File: config.mk
export PLATFORM = sky130hd
export DESIGN_NAME = decoder_pipe
export DESIGN_NICKNAME = d
export VERILOG_FILES = /design/src/rtl/decoder_pipe.sv
export SDC_FILE = /design/constraint.sdc
export NUM_CORES = 1
export LEC_CHECK = 0
export BUFFER_PORTS_ARGS = -buffer_cell sky130_fd_sc_hd__buf_2
export CAP_MARGIN = 5
export CORE_AREA = 2 2 104 106
export CTS_CLUSTER_DIAMETER = 100
export CTS_CLUSTER_SIZE = 16
export DETAILED_ROUTE_END_ITERATION = 16
export DIE_AREA = 0 0 106 108
export GPL_ROUTABILITY_DRIVEN = 0
export MAX_ROUTING_LAYER = met4
export PLACE_DENSITY = 0.8
export REMOVE_ABC_BUFFERS = 1
export SLEW_MARGIN = 15
export SYNTH_ARGS = -nofsm -noshare
export SYNTH_HDL_FRONTEND = slang
export SYNTH_SLANG_ARGS = --single-unit
File: constraint.sdc
create_clock -name clk_i -period 2.6 [get_ports clk_i]
set_input_delay 0.26 -clock clk_i [delete_from_list [all_inputs] [get_ports clk_i]]
set_output_delay 0.26 -clock clk_i [all_outputs]
set_load 0.02 [all_outputs]
File: src/rtl/decoder_pipe.sv
// Registered RV32I ID-stage decoder: valid/ready handshake toward IF and EX,
// load-use bubble insertion, flush, illegal-opcode flagging and saturating event counters.
module decoder_pipe #(
  parameter int XLEN  = 32,
  parameter int CNT_W = 8
) (
  input  logic             clk_i,
  input  logic             rst_i,
  input  logic             in_valid_i,
  input  logic [31:0]      instr_i,
  input  logic [XLEN-1:0]  pc_i,
  output logic             in_ready_o,
  input  logic             flush_i,
  input  logic             ex_ready_i,
  output logic             ex_valid_o,
  output logic [XLEN-1:0]  pc_o,
  output logic             alu_src_o,
  output logic             mem_to_reg_o,
  output logic             reg_write_o,
  output logic             mem_read_o,
  output logic             mem_write_o,
  output logic             branch_o,
  output logic [1:0]       alu_op_o,
  output logic [1:0]       jump_o,
  output logic [1:0]       alu_a_sel_o,
  output logic [XLEN-1:0]  imm_o,
  output logic [4:0]       rs1_o,
  output logic [4:0]       rs2_o,
  output logic [4:0]       rd_o,
  output logic             illegal_o,
  output logic [CNT_W-1:0] illegal_cnt_o,
  output logic [CNT_W-1:0] stall_cnt_o
);

  localparam logic [6:0] OP_R      = 7'b0110011;
  localparam logic [6:0] OP_LOAD   = 7'b0000011;
  localparam logic [6:0] OP_STORE  = 7'b0100011;
  localparam logic [6:0] OP_BRANCH = 7'b1100011;
  localparam logic [6:0] OP_IMM    = 7'b0010011;
  localparam logic [6:0] OP_JAL    = 7'b1101111;
  localparam logic [6:0] OP_JALR   = 7'b1100111;
  localparam logic [6:0] OP_LUI    = 7'b0110111;
  localparam logic [6:0] OP_AUIPC  = 7'b0010111;

  typedef struct packed {
    logic            alu_src;
    logic            mem_to_reg;
    logic            reg_write;
    logic            mem_read;
    logic            mem_write;
    logic            branch;
    logic [1:0]      alu_op;
    logic [1:0]      jump;
    logic [1:0]      alu_a_sel;
    logic            illegal;
    logic [XLEN-1:0] imm;
    logic [XLEN-1:0] pc;
    logic [4:0]      rs1;
    logic [4:0]      rs2;
    logic [4:0]      rd;
  } bundle_t;

  bundle_t          dec_s;
  bundle_t          out_r;
  logic             valid_r;
  logic [31:0]      imm32_s;
  logic             uses_rs1_s;
  logic             uses_rs2_s;
  logic             load_use_s;
  logic             in_ready_s;
  logic             xfer_s;
  logic [CNT_W-1:0] illegal_cnt_r;
  logic [CNT_W-1:0] stall_cnt_r;

  function automatic logic [CNT_W-1:0] sat_inc(input logic [CNT_W-1:0] v);
    if (v == {CNT_W{1'b1}}) return v;
    else return v + CNT_W'(1'b1);
  endfunction

  // Opcode decode into the control bundle, immediate and register-use flags.
  always_comb begin
    dec_s      = '0;
    imm32_s    = 32'd0;
    uses_rs1_s = 1'b0;
    uses_rs2_s = 1'b0;
    dec_s.pc   = pc_i;
    dec_s.rs1  = instr_i[19:15];
    dec_s.rs2  = instr_i[24:20];
    dec_s.rd   = instr_i[11:7];
    case (instr_i[6:0])
      OP_R: begin
        dec_s.reg_write = 1'b1;
        dec_s.alu_op    = 2'b10;
        uses_rs1_s      = 1'b1;
        uses_rs2_s      = 1'b1;
      end
      OP_LOAD: begin
        dec_s.alu_src    = 1'b1;
        dec_s.mem_to_reg = 1'b1;
        dec_s.reg_write  = 1'b1;
        dec_s.mem_read   = 1'b1;
        uses_rs1_s       = 1'b1;
        imm32_s          = {{20{instr_i[31]}}, instr_i[31:20]};
      end
      OP_STORE: begin
        dec_s.alu_src   = 1'b1;
        dec_s.mem_write = 1'b1;
        uses_rs1_s      = 1'b1;
        uses_rs2_s      = 1'b1;
        imm32_s         = {{20{instr_i[31]}}, instr_i[31:25], instr_i[11:7]};
      end
      OP_BRANCH: begin
        dec_s.branch = 1'b1;
        dec_s.alu_op = 2'b01;
        uses_rs1_s   = 1'b1;
        uses_rs2_s   = 1'b1;
        imm32_s      = {{19{instr_i[31]}}, instr_i[31], instr_i[7], instr_i[30:25],
                        instr_i[11:8], 1'b0};
      end
      OP_IMM: begin
        dec_s.alu_src   = 1'b1;
        dec_s.reg_write = 1'b1;
        dec_s.alu_op    = 2'b11;
        uses_rs1_s      = 1'b1;
        imm32_s         = {{20{instr_i[31]}}, instr_i[31:20]};
      end
      OP_JAL: begin
        dec_s.reg_write = 1'b1;
        dec_s.alu_op    = 2'b11;
        dec_s.jump      = 2'b01;
        imm32_s         = {{11{instr_i[31]}}, instr_i[31], instr_i[19:12], instr_i[20],
                           instr_i[30:21], 1'b0};
      end
      OP_JALR: begin
        dec_s.reg_write = 1'b1;
        dec_s.alu_op    = 2'b11;
        dec_s.jump      = 2'b10;
        uses_rs1_s      = 1'b1;
        imm32_s         = {{20{instr_i[31]}}, instr_i[31:20]};
      end
      OP_LUI: begin
        dec_s.alu_src   = 1'b1;
        dec_s.reg_write = 1'b1;
        dec_s.alu_a_sel = 2'b10;
        imm32_s         = {instr_i[31:12], 12'd0};
      end
      OP_AUIPC: begin
        dec_s.alu_src   = 1'b1;
        dec_s.reg_write = 1'b1;
        dec_s.alu_a_sel = 2'b01;
        imm32_s         = {instr_i[31:12], 12'd0};
      end
      default: dec_s.illegal = 1'b1;
    endcase
    dec_s.imm = XLEN'($signed(imm32_s));
  end

  // A load still sitting in the output register cannot forward to a dependent consumer.
  assign load_use_s = valid_r & out_r.mem_read & (out_r.rd != 5'd0) & in_valid_i &
                      ((uses_rs1_s & (dec_s.rs1 == out_r.rd)) |
                       (uses_rs2_s & (dec_s.rs2 == out_r.rd)));
  assign in_ready_s = ~flush_i & ~load_use_s & (~valid_r | ex_ready_i);
  assign xfer_s     = in_valid_i & in_ready_s;

  // Output register: flush, then load, then bubble on consume, else hold.
  always_ff @(posedge clk_i or negedge rst_i) begin
    if (!rst_i) begin
      valid_r <= 1'b0;
      out_r   <= '0;
    end else if (flush_i) begin
      valid_r <= 1'b0;
    end else if (xfer_s) begin
      valid_r <= 1'b1;
      out_r   <= dec_s;
    end else if (ex_ready_i) begin
      valid_r <= 1'b0;
    end
  end

  // Saturating event counters; a flush does not clear them.
  always_ff @(posedge clk_i or negedge rst_i) begin
    if (!rst_i) begin
      illegal_cnt_r <= '0;
      stall_cnt_r   <= '0;
    end else begin
      if (xfer_s & dec_s.illegal) illegal_cnt_r <= sat_inc(illegal_cnt_r);
      if (load_use_s & ex_ready_i & ~flush_i) stall_cnt_r <= sat_inc(stall_cnt_r);
    end
  end

  assign in_ready_o    = in_ready_s;
  assign ex_valid_o    = valid_r;
  assign pc_o          = out_r.pc;
  assign alu_src_o     = out_r.alu_src;
  assign mem_to_reg_o  = out_r.mem_to_reg;
  assign reg_write_o   = out_r.reg_write;
  assign mem_read_o    = out_r.mem_read;
  assign mem_write_o   = out_r.mem_write;
  assign branch_o      = out_r.branch;
  assign alu_op_o      = out_r.alu_op;
  assign jump_o        = out_r.jump;
  assign alu_a_sel_o   = out_r.alu_a_sel;
  assign imm_o         = out_r.imm;
  assign rs1_o         = out_r.rs1;
  assign rs2_o         = out_r.rs2;
  assign rd_o          = out_r.rd;
  assign illegal_o     = out_r.illegal;
  assign illegal_cnt_o = illegal_cnt_r;
  assign stall_cnt_o   = stall_cnt_r;

endmodule

# == Yosys cells after proc, flatten, opt, wreduce, memory -nomap -nowiden ==
# Cells that the tools add are included.
# classes
bitwise_logic,19
reduce_logical,13
mux,15
add_sub_neg,2
n_eq_ne,13
# op_table
op,n
case mux 32 bit (5 select lines),1
"== test 7 x 6 -> 1 bit, second input constant",3
"== test 7 bit, second input constant",3
"adder 8 x 1 -> 8 bit, second input constant",2
"== test 8 bit, second input constant",2
"== test 7 x 5 -> 1 bit, second input constant",2
AND 1 bit,12
two-way mux 1 bit,11
== test 5 bit,2
OR reduction 3 bit,3
OR reduction 9 bit,1
case mux 2 bit (2 select lines),2
"== test 7 x 2 -> 1 bit, second input constant",1
OR reduction 7 bit,1
case mux 2 bit (3 select lines),1
AND reduction 2 bit,3
OR reduction 6 bit,1
inverter 1 bit,5
nonzero test 5 bit,1
OR reduction 5 bit,1
nonzero test 3 bit,1
bitwise OR 1 bit,2
OR reduction 2 bit,1
# totals
reg_bits,108
inputBits,69

# == Logic depth before layout (Yosys ltp) ==
# depth
ltp_word,12
ltp_mapped,8
depth_no_buf,6

# == Worst setup path before layout ==
# No wires, ideal clock.
# synth_path
path_type,register -> output
from,"register out_r, in the netlist rd_o[3]"
to,output port in_ready_o
setup_slack_ns,0.529
arrival_time_ns,1.811
t_required_ns,2.340
path_stages_with_launch,8
n_path_buf,2
cell_sequence,dfrtp_1 > xor2_1 > or3_1 > o22ai_2 > buf_4 > and2_2 > buf_6 > nor2_1
# synth_between
elab_chain_len,7
word_cells_on_any_way,12
cone_classes,eq/ne (2); bitwise (9); reduce/logical (1)
# synth_rtl
element,line_no,source
"start, declared",64,bundle_t out_r;
"start signal, assigned",174,out_r <= dec_s;
== test 5 bit (tied with other cells),160,((uses_rs1_s & (dec_s.rs1 == out_r.rd)) |
"AND 1 bit, on equally long branches","160, 159, 161",
bitwise OR 1 bit / AND 1 bit (equally long branches),"160, 159",
AND 1 bit (*),159,assign load_use_s = valid_r & out_r.mem_read & (out_r.rd != 5'd0) & in_valid_i &
inverter 1 bit (*),162,assign in_ready_s = ~flush_i & ~load_use_s & (~valid_r | ex_ready_i);
AND 1 bit (*) (2 in a row),162,
"end, declared",12,"output logic in_ready_o,"
# Every way passes the cells marked *; elsewhere a longest branch is shown, timed or not.

# == Final worst setup path ==
# Ends and elaborated chain as after synthesis.

==> results.yml <==
run_status:
  status: "completed"
cts:
  root_buffer: "clkbuf_8"
  clockBufferDepth: 2
  cts.clk_slew.worst_paths_ns: 0.11
  cts_tree: "yes"
  numCtsBuffers: 9
  worstSkewPairLatency_ns: 0.38
  cts_num_sinks: 108
  htree_num_levels: 3
floorplan:
  core_area_sq_um: 10200
  ios: 179
  initial_core_util: 0.496
  dieArea_sq_um: 11400
  chipHeight_microns: 108
  row_count: 37
  fp.dieW_microns: 106
global_route:
  grtUsageTotal: 0.229
  grt_max_degree: 109
  grt_overflow: 0
  grt_pass1_wl_microns: 19800
  antenna_found_initial: 0
  grt_pass1_vias: 3782
sta:
  fin_skew_ns: 0.0138
  tightest_slew_ns: 0.888
  finalHoldViolCount: 0
  period_minus_slack_ns: 2.52
  worst_slack_ns: 0.0833
  post-route-period-util: 0.968
  slew_headroom: 0.408
  timing.setup.tns_ns: 0
  setup_violations: 0
  timing.fmax_mhz: 397
  slew_viol_final: 0
critical_path:
  path_class: "flip-flop to output port"
  required_ns: 2.34
  worstSetupStartpointType: "flip-flop"
  slowest_stage: "dfrtp_1"
  rrSetupSlack_ns: 0.45
  r2r-end: "pc_o[1]"
  r2r_cells: 6
  cp_cell_sequence: "xor2_1 -> or3_1 -> o22ai_4 -> buf_4 -> and2_2 -> nor2_1 -> buf_2"
  worst_setup_path_end_kind: "output port"
  crit_path_max_incr_delay_ns: 0.49
  critPathArrivalTime_ns: 2.26
  r2r_start: "rd_o[3]"
  cp_max_fo: 9
final_layout:
  stdcell_count: 713
  fin_util: 0.618
  n_antenna_cell: 0
  drive_gt1_frac: 0.464
  nFillCells: 846
  syn_to_final_growth_pct: 24.5
  final_nets: 643
synth:
  syn_area_per_cell_sq_um: 12.9
  synth_area_sq_um: 5080
  synth.distinct_cells: 50
  synth_top_cell_by_area: "dfrtp_1"
  ys_warn_count: 0
  synth_top_area_frac: 0.532
  synth-edff-count: 0
  yosys_register_bits: 108
  yosys-top-cells-area: "dfrtp_1, mux2_4, a2bb2oi_1, xnor2_1, nand2_1"
  async_flop_share: 1.00
  synth_ff_type: "dfrtp_1"
  yosysSeqAreaShare: 0.532
  syn_inst: 395
route:
  via_count: 3780
  drt_iter0_markers: 186
  drcViolationCount: 0
  detail_route.wl_per_cell_microns: 17.7
  ant_nets: 0
  routed_wl_microns: 12600
  via_per_inst: 5.30
  first_pass_iters: 4
power:
  peakVddDrop_uv: 677
  power.leakage_uw: 0.00312
  power.density_nw_per_um2: 687
  total_power_uw: 4340
hold_path:
  min_path_cells: 2
  min_from: "flush_i"
  hold_class: "input port to flip-flop"
  hold_end: "ex_valid_o"
placement:
  port_buffers: 178
  dpl.cell_count: 696
  place_ws_ns: 0.372
  place_hpwl_microns: 9270
flow_run:
  max_cap_violations: 0
==> cell usage in the layout, fill, tap and decap left out, types with 8 or more instances in the layout <==
cell | netlist | layout
a21oi_1 | 9 | 9
a2bb2oi_1 | 20 | 20
buf_2 | 4 | 177
clkbuf_8 | 0 | 10
dfrtp_1 | 108 | 108
inv_1 | 14 | 14
mux2_4 | 56 | 56
nand2_1 | 32 | 32
nand3_1 | 17 | 17
nand4_1 | 9 | 9
nor2_1 | 14 | 14
o22ai_1 | 8 | 8
xnor2_1 | 18 | 18
==> flip-flops by register name, indices dropped and copies added, names as in the netlist <==
signal and cells:
rs1_o 5, pc_o 32, alu_a_sel_o 2, imm_o 32, jump_o 2, branch_o 1, ex_valid_o 1, alu_src_o 1
mem_write_o 1, illegal_cnt_o 8, stall_cnt_o 8, mem_read_o 1, illegal_o 1, rd_o 5, reg_write_o 1, alu_op_o 2
rs2_o 5
==> worst max-delay path by stage <==
stage,slack [ns],cells after the start,endpoint,start
final,0.08,7,in_ready_o,rd_o[3]
after global routing,-0.004,7,in_ready_o,rd_o[3]
after CTS,0.06,7,in_ready_o,rd_o[3]
after detailed placement,0.37,7,pc_o[16],instr_i[2]
after global placement,0.41,7,pc_o[9],instr_i[2]
after floorplan,-0.92,4,rs1_o[3],ex_valid_o
==> per-stage QoR <==
stage	instance area, sq um	hold slack, ns
2_1_floorplan	4930	-0.0356
3_3_place_gp	6090	0.374
3_5_place_dp	6090	0.379
4_1_cts	6310	0.0713
5_1_grt	6320	0.0693
6_report	6320	0.0955
==> routing by layer <==
layer / vias up / GRT usage / wire [microns]
li1: 1763 / - / -
met1: 1877 / 0.293 / 5420
met2: 129 / 0.369 / 6410
met3: 11 / 0.0512 / 581
met4: 0 / 0.0705 / 178
met5: - / - / 0
==> area by class of cell <==
type                       count  area, sq um  share of cell area
inverter                      14         52.6             0.00832
clock buffer                  11          141              0.0224
multi-input combinational    252         2190               0.346
sequential                   108         2700               0.428
tap                          136          170              0.0269
timing repair buffer         187         1000               0.158
clock inverter                 5         66.3              0.0105
==> where the power goes <==
part / internal (uW) / leakage (uW) / switching (uW)
Sequential: 1910 / 0.00134 / 185
Combinational: 526 / 0.00167 / 651
Clock: 486 / 0.000102 / 583
==> kinds of logic after synthesis <==
family	Yosys count	share of synthesized area
buffers and inverters	35	0.0387
and+or+nand+nor	100	0.102
xor gates and xnor gates	22	0.0379
muxes	62	0.178
DFF	108	0.532
adders and majority gates	2	0.00493
AOI/OAI and AO/OA	66	0.106
==> repair_timing <==
action,in CTS,in global routing
gates resized for setup,0,1
endpoints found under the setup margin,0,1
setup buffers,0,0
hold endpoints to repair,108,0
hold buffers,1,0
==> synth_stat cells (all sizes together) (2+ instances only) <==
library cell / n
nor2b: 4
clkbuf: 7
inv: 14
o21ai: 4
nand2b: 4
nand3: 17
a2bb2oi: 20
xnor2: 18
o22ai: 9
o22a: 4
buf: 14
mux2: 60
and3b: 2
a21oi: 10
nand2: 32
nor3: 2
and3: 6
dfrtp: 108
nor2: 14
nand4: 9
and2: 5
mux2i: 2
xor2: 4
a221o: 4
ha: 2
a211oi: 2
o31ai: 2
==> worst max-delay path, delay by kind of cell (launching register included) <==
kind / cells / cell delay [ns]
buffers and inverters: 2 / 0.37
xor gates and xnor gates: 1 / 0.18
AOI/OAI and AO/OA: 1 / 0.23
and+or+nand+nor: 3 / 0.61
DFF: 1 / 0.49
No activity file was read; power rests on OpenSTA's default activity.
